[src/rtl/bus_cycle_ctrl.sv]
// bus_cycle_ctrl
//   Upstream sequencer for a tri-state driver bank on main_bus. CPU writes
//   are buffered in a small FIFO and replayed as bus write cycles. A read
//   releases the bus, waits a turnaround and samples main_bus.
//
// Handshakes: a write is accepted on a posedge where wr_valid && wr_ready;
//   a read is accepted on a posedge where rd_req && rd_ready. A request
//   presented while its ready is low is dropped, never queued. rd_valid is
//   a one-cycle pulse that qualifies rd_data; it has no back-pressure.
//
// Ports
//   myclk       clock, all state on posedge
//   reset       asynchronous, active-high reset
//   wr_valid    CPU write request
//   wr_data     CPU write data
//   wr_ready    write FIFO not full
//   rd_req      CPU read request
//   rd_ready    no read pending
//   rd_data     last sampled main_bus value
//   rd_valid    one-cycle pulse, rd_data valid
//   main_bus    bus value, sampled in SAMPLE
//   cpu_bus     registered data to the driver bank
//   read_state  registered; 0 = driver bank drives main_bus (HOLD only)
//   busy        FSM not idle, FIFO non-empty or read pending
//   state_dbg   current FSM state encoding, for debug and checkers
//
// Optional feature: define BUS_CYCLE_CTRL_STATS_EN to add saturating
//   8-bit counters wr_count (bus write cycles started) and rd_count
//   (rd_valid pulses).
module bus_cycle_ctrl #(
  parameter int WIDTH       = 4,
  parameter int DEPTH       = 4,
  parameter int HOLD_CYCLES = 2,
  parameter int TURN_CYCLES = 1
) (
  input  logic             myclk,
  input  logic             reset,
  input  logic             wr_valid,
  input  logic [WIDTH-1:0] wr_data,
  output logic             wr_ready,
  input  logic             rd_req,
  output logic             rd_ready,
  output logic [WIDTH-1:0] rd_data,
  output logic             rd_valid,
  input  logic [WIDTH-1:0] main_bus,
  output logic [WIDTH-1:0] cpu_bus,
  output logic             read_state,
  output logic             busy,
  output logic [2:0]       state_dbg
`ifdef BUS_CYCLE_CTRL_STATS_EN
  ,
  output logic [7:0]       wr_count,
  output logic [7:0]       rd_count
`endif
);

  localparam int AW   = $clog2(DEPTH);
  localparam int CMAX = (HOLD_CYCLES > TURN_CYCLES) ? HOLD_CYCLES : TURN_CYCLES;
  localparam int CW   = $clog2(CMAX + 1);

  localparam logic [AW:0]   FULL_CNT  = (AW+1)'(DEPTH);
  localparam logic [AW:0]   CNT_ONE   = (AW+1)'(1);
  localparam logic [AW-1:0] PTR_ONE   = AW'(1);
  localparam logic [CW-1:0] HOLD_LAST = CW'(HOLD_CYCLES - 1);
  localparam logic [CW-1:0] TURN_LAST = CW'(TURN_CYCLES - 1);
  localparam logic [CW-1:0] CYC_ONE   = CW'(1);

  typedef enum logic [2:0] {
    S_IDLE   = 3'd0,
    S_DRIVE  = 3'd1,
    S_HOLD   = 3'd2,
    S_TURN   = 3'd3,
    S_SAMPLE = 3'd4
  } state_t;

  state_t           state_q, state_d;
  logic [CW-1:0]    cnt_q, cnt_d;
  logic [AW-1:0]    wr_ptr_q, wr_ptr_d;
  logic [AW-1:0]    rd_ptr_q, rd_ptr_d;
  logic [AW:0]      count_q, count_d;
  logic             pending_q, pending_d;
  logic [WIDTH-1:0] cpu_bus_q, cpu_bus_d;
  logic             read_state_q, read_state_d;
  logic [WIDTH-1:0] rd_data_q, rd_data_d;
  logic             rd_valid_q, rd_valid_d;
  logic [WIDTH-1:0] mem_q [DEPTH];

  logic full, empty, push, pop, rd_accept;

  assign full      = (count_q == FULL_CNT);
  assign empty     = (count_q == '0);
  assign push      = wr_valid && !full;
  assign rd_accept = rd_req && !pending_q;

  // Next-state and datapath
  always_comb begin
    state_d    = state_q;
    cnt_d      = cnt_q;
    pop        = 1'b0;
    cpu_bus_d  = cpu_bus_q;
    rd_data_d  = rd_data_q;
    rd_valid_d = 1'b0;
    pending_d  = pending_q || rd_accept;

    case (state_q)
      S_IDLE: begin
        // Queued writes win over a pending read so that every write
        // accepted before the read reaches the bus first.
        if (!empty) begin
          state_d   = S_DRIVE;
          pop       = 1'b1;
          cpu_bus_d = mem_q[rd_ptr_q];
        end else if (pending_q) begin
          state_d = S_TURN;
          cnt_d   = '0;
        end
      end
      S_DRIVE: begin
        state_d = S_HOLD;
        cnt_d   = '0;
      end
      S_HOLD: begin
        if (cnt_q == HOLD_LAST) state_d = S_IDLE;
        else                    cnt_d   = cnt_q + CYC_ONE;
      end
      S_TURN: begin
        if (cnt_q == TURN_LAST) state_d = S_SAMPLE;
        else                    cnt_d   = cnt_q + CYC_ONE;
      end
      S_SAMPLE: begin
        rd_data_d  = main_bus;
        rd_valid_d = 1'b1;
        pending_d  = 1'b0;
        state_d    = S_IDLE;
      end
      default: state_d = S_IDLE;
    endcase

    // Registered from the next state so the enable and the state change
    // on the same edge.
    read_state_d = (state_d != S_HOLD);

    wr_ptr_d = push ? (wr_ptr_q + PTR_ONE) : wr_ptr_q;
    rd_ptr_d = pop  ? (rd_ptr_q + PTR_ONE) : rd_ptr_q;
    case ({push, pop})
      2'b10:   count_d = count_q + CNT_ONE;
      2'b01:   count_d = count_q - CNT_ONE;
      default: count_d = count_q;
    endcase
  end

  always_ff @(posedge myclk or posedge reset) begin
    if (reset) begin
      state_q      <= S_IDLE;
      cnt_q        <= '0;
      wr_ptr_q     <= '0;
      rd_ptr_q     <= '0;
      count_q      <= '0;
      pending_q    <= 1'b0;
      cpu_bus_q    <= '0;
      read_state_q <= 1'b1;
      rd_data_q    <= '0;
      rd_valid_q   <= 1'b0;
    end else begin
      state_q      <= state_d;
      cnt_q        <= cnt_d;
      wr_ptr_q     <= wr_ptr_d;
      rd_ptr_q     <= rd_ptr_d;
      count_q      <= count_d;
      pending_q    <= pending_d;
      cpu_bus_q    <= cpu_bus_d;
      read_state_q <= read_state_d;
      rd_data_q    <= rd_data_d;
      rd_valid_q   <= rd_valid_d;
    end
  end

  // Storage needs no reset: entries are only read after being written.
  always_ff @(posedge myclk) begin
    if (push) mem_q[wr_ptr_q] <= wr_data;
  end

  assign wr_ready   = !full;
  assign rd_ready   = !pending_q;
  assign rd_data    = rd_data_q;
  assign rd_valid   = rd_valid_q;
  assign cpu_bus    = cpu_bus_q;
  assign read_state = read_state_q;
  assign busy       = (state_q != S_IDLE) || !empty || pending_q;
  assign state_dbg  = state_q;

`ifdef BUS_CYCLE_CTRL_STATS_EN
  logic [7:0] wr_count_q, wr_count_d;
  logic [7:0] rd_count_q, rd_count_d;

  always_comb begin
    wr_count_d = wr_count_q;
    rd_count_d = rd_count_q;
    // A pop is exactly a DRIVE entry.
    if (pop && (wr_count_q != 8'hFF))        wr_count_d = wr_count_q + 8'd1;
    if (rd_valid_d && (rd_count_q != 8'hFF)) rd_count_d = rd_count_q + 8'd1;
  end

  always_ff @(posedge myclk or posedge reset) begin
    if (reset) begin
      wr_count_q <= '0;
      rd_count_q <= '0;
    end else begin
      wr_count_q <= wr_count_d;
      rd_count_q <= rd_count_d;
    end
  end

  assign wr_count = wr_count_q;
  assign rd_count = rd_count_q;
`endif

endmodule

[config.mk]
export PLATFORM = sky130hd
export DESIGN_NAME = bus_cycle_ctrl
export DESIGN_NICKNAME = d
export VERILOG_FILES = /design/src/rtl/bus_cycle_ctrl.sv
export SDC_FILE = /design/constraint.sdc
export NUM_CORES = 1
export LEC_CHECK = 0
export ABC_AREA = 1
export ABC_CLOCK_PERIOD_IN_PS = 1740
export CAP_MARGIN = 15
export CORE_ASPECT_RATIO = 1.2
export CORE_MARGIN = 1
export CORE_UTILIZATION = 33
export CTS_CLUSTER_DIAMETER = 80
export DETAILED_ROUTE_END_ITERATION = 7
export PLACE_DENSITY = 0.53
export SYNTH_ARGS = -nofsm -noshare
export SYNTH_HDL_FRONTEND = slang
export SYNTH_SLANG_ARGS = --single-unit
[constraint.sdc]
create_clock -name myclk -period 1.74 [get_ports myclk]
set_input_delay 0.348 -clock myclk [delete_from_list [all_inputs] [get_ports myclk]]
set_output_delay 0.348 -clock myclk [all_outputs]
set_load 0.005 [all_outputs]
==> impl_metrics.csv <==
group,metric,value,unit
clock_tree,insertion_delay,290,ps
die,start_util,0.349,
critical_path,cp_num_buf_inv,3,
clock_tree,cts_tree,"built",
critical_path,endpoint_kind,"flop",
finish,fill_cells,480,
critical_path,path_cells,"nor2_4 -> nand2_2 -> inv_2 -> nand2_4 -> inv_4 -> ha_4 -> inv_2 -> fa_2 -> a21oi_2 -> o21ai_1 -> xor2_1",
finish,finalNonFillerCells,291,
grt,grt_antenna_before_repair,0,
die,rows,28,
logic_synthesis,syn_area_per_cell,10.0,um^2
route,antenna_left,0,
route,wl_per_cell,12.3,um
route,first_pass_iters,4,
die,pin_count,28,
route,drt_wl_total,3570,um
logic_synthesis,yosysWarnings,0,
logic_synthesis,seq_area_frac_synth,0.601,
job,maxCapViolations,0,
timing,timing.fmax,0.556,GHz
timing,layout_setup_ws,-58.4,ps
placed_design,placed_area,2250,um^2
logic_synthesis,synthXorXnorAreaFrac,0.0242,
clock_tree,cts_root_buffer,"clkbuf_8",
route,drc,0,
clock_tree,cts_max_path_buffers,2,
run_status,violations,"negative setup slack",
logic_synthesis,synth_area,1760,um^2
timing,rsz0062_at_grt,"yes",
die,die_y,82.0,um
route,routed_via_density,4.61,
power,ir_drop,939,uV
logic_synthesis,synth_compound_gate_area_share,0.0541,
power,p_per_area,1860,nW/um^2
timing,tightest_slew,347,ps
finish,postLayoutCellArea,2410,um^2
finish,seq_area,1060,um^2
placed_design,placed_cells,279,
die,fp.coreArea,5040,um^2
critical_path,start_kind,"flop",
critical_path,cp.required,1910,ps
grt,grt_max_degree,24,
logic_synthesis,ys_seq_elements,39,
clock_tree,cts_hold_buf,0,
clock_tree,htree_levels,2,
die,die_w,68.7,um
grt,grt_pass1_wl,5730,um
logic_synthesis,syn_nets,196,
grt,grt_usage,0.145,
grt,grt_pass1_vias,1308,
finish,diodes,0,
timing,fin_crit_sh,1.03,
logic_synthesis,synthAdderAreaFrac,0.0612,
critical_path,max_stage_delay,420,ps
die,dieArea,5630,um^2
power,power,4.48,mW
timing,setup_viol,1,
critical_path,slowest_stage,"dfrtp_2",
finish,multiInputGateArea,632,um^2
timing,fin_skew,11.4,ps
placed_design,port_buffers,27,
finish,final_nets,250,
run_status,status,"complete, but fails checks",
logic_synthesis,synthSimpleGateAreaFrac,0.202,
timing,max-slew-margin-rel,0.768,
logic_synthesis,synth_top_family_by_area,"simple AND/OR/NAND/NOR gates",
timing,maxSlewViolCount,0,
finish,drive_gt1_frac,0.208,
clock_tree,cts.clk_slew.worst_paths,80,ps
clock_tree,cts_made_buffers,5,
route,first_iter_violations,66,
clock_tree,cts.sinks,39,
placed_design,dp_hpwl,2590,um
finish,syn_to_final_growth,36.8,%
timing,hold_viol,0,
logic_synthesis,synthMuxAreaShare,0,
critical_path,cpLargestDelayFamily,"adder cells",
finish,fin_util,0.477,
critical_path,worstPathMaxFanout,3,
logic_synthesis,synth_cell_types,22,
critical_path,arrival,1970,ps
power,power.leakage,1.09,nW
grt,grt-ovfl-total,0,
route,vias,1341,
critical_path,critical_path_class,"reg -> reg",
logic_synthesis,synthCells,176,
worst_hold_path,hold_path_class,"in -> async",
placed_design,gp_congestion,0.944,
timing,fin_crit,1800,ps
critical_path,critPathMostFrequentCell,"inv_2",
synthesized netlist by cell type (all sizes together):
cell type | n | area [um^2]
o21ai | 16 | 80.1
nand3 | 7 | 35.0
xnor2 | 1 | 8.76
buf | 2 | 15.0
a21oi | 3 | 15.0
edfxtp | 16 | 480
ha | 7 | 87.6
fa | 1 | 20.0
nor2 | 32 | 133
xor2 | 3 | 33.8
nand4 | 3 | 18.8
nand2 | 37 | 159
dfrtp | 22 | 551
inv | 23 | 86.3
dfstp | 1 | 26.3
nor3 | 2 | 10.0
worst paths after layout:
| kind | cells past startpoint | end | slack [ps] | start |
|---|---|---|---|---|
| hold reg to reg | 2 | rd_data[0]$_DFFE_PP0P_ | 480 | rd_data[0]$_DFFE_PP0P_ |
| max in group asynchronous | 3 | read_state$_DFF_PP1_ | 1060 | reset |
| hold / removal | 3 | rd_data[2]$_DFFE_PP0P_ | 400 | reset |
| min in group myclk | 2 | rd_data[0]$_DFFE_PP0P_ | 480 | rd_data[0]$_DFFE_PP0P_ |
| setup / recovery | 11 | count_q[2]$_DFFE_PP0P_ | -60 | state_dbg[1]$_DFF_PP0_ |
| setup reg to reg | 11 | count_q[2]$_DFFE_PP0P_ | -60 | state_dbg[1]$_DFF_PP0_ |
registers in the layout, indices dropped and copies added (netlist names):
register / flops
cnt_q: 2
count_q: 3
cpu_bus: 4
mem_q: 16
pending_q: 1
rd_data: 4
rd_ptr_q: 2
rd_valid: 1
read_state: 1
state_dbg: 3
wr_ptr_q: 2
kinds of logic (layout without fill, tap and decap cells):
logic type                 count (synthesis)  count (layout)
AOI/OAI and AO/OA                         19              19
buffers and inverters                     25              80
DFF                                       39              39
and+or+nand+nor                           81              81
adders and majority gates                  8               8
xor gates and xnor gates                   4               4
placed cells by master (no fill, tap or decap), drive strengths merged:
cell type      synthesis  routed
clkdlybuf4s15          0       1
nand4                  3       3
buf                    2      22
edfxtp                16      16
bufinv                 0       1
nand2                 37      37
dlygate4sd2            0       1
inv                   23      23
xor2                   3       3
nor3                   2       2
dfrtp                 22      22
a21oi                  3       3
clkdlybuf4s50          0      25
nor2                  32      32
fa                     1       1
nand3                  7       7
dfstp                  1       1
clkbuf                 0       6
clkinv                 0       1
ha                     7       7
o21ai                 16      16
xnor2                  1       1
report_power, final:
part | internal (mW) | switching [mW]
combinational | 1.06 | 1.09
sequential | 1.31 | 0.237
clock | 0.464 | 0.310
total | 2.84 | 1.64
what timing repair did:
item	CTS	global route
setup endpoints to repair	3	4
buffers inserted	3	1
gates resized for setup	5	3
pin swaps	3	1
hold endpoints to repair	0	0
stage by stage:
step	hold WS (ps)	setup TNS, ps	setup slack, ps
2_1_floorplan	349	-100	-100
3_3_place_gp	462	-97.3	-97.3
3_5_place_dp	465	-219	-154
4_1_cts	412	-41.5	-41.5
5_1_grt	451	-144	-140
6_report	403	-58.4	-58.4
area by class of cell:
cell class	instances	area share
Inverter	23	0.0369
Sequential cell	39	0.440
Multi-Input combinational cell	112	0.263
Clock buffer	6	0.0343
Timing Repair Buffer	49	0.180
Tap cell	60	0.0312
Clock inverter	2	0.0146
worst register-to-register path, cell delays in order, from the launching register on:
cell and delay [ps]:
dfrtp_2 420, nor2_4 120, nand2_2 90, inv_2 90, nand2_4 60, inv_4 60, ha_4 120, inv_2 40
fa_2 340, a21oi_2 110, o21ai_1 80, xor2_1 150
metal layers:
layer | up-vias | global-route usage | part of all wire
met1 | 624 | 0.165 | 0.43
li1 | 668 | - | -
met3 | 11 | 0.0431 | 0.036
met2 | 38 | 0.242 | 0.51
met4 | 0 | 0.0729 | 0.025
met5 | - | 0 | 0
Note: power is estimated with default switching activity, not from simulation.
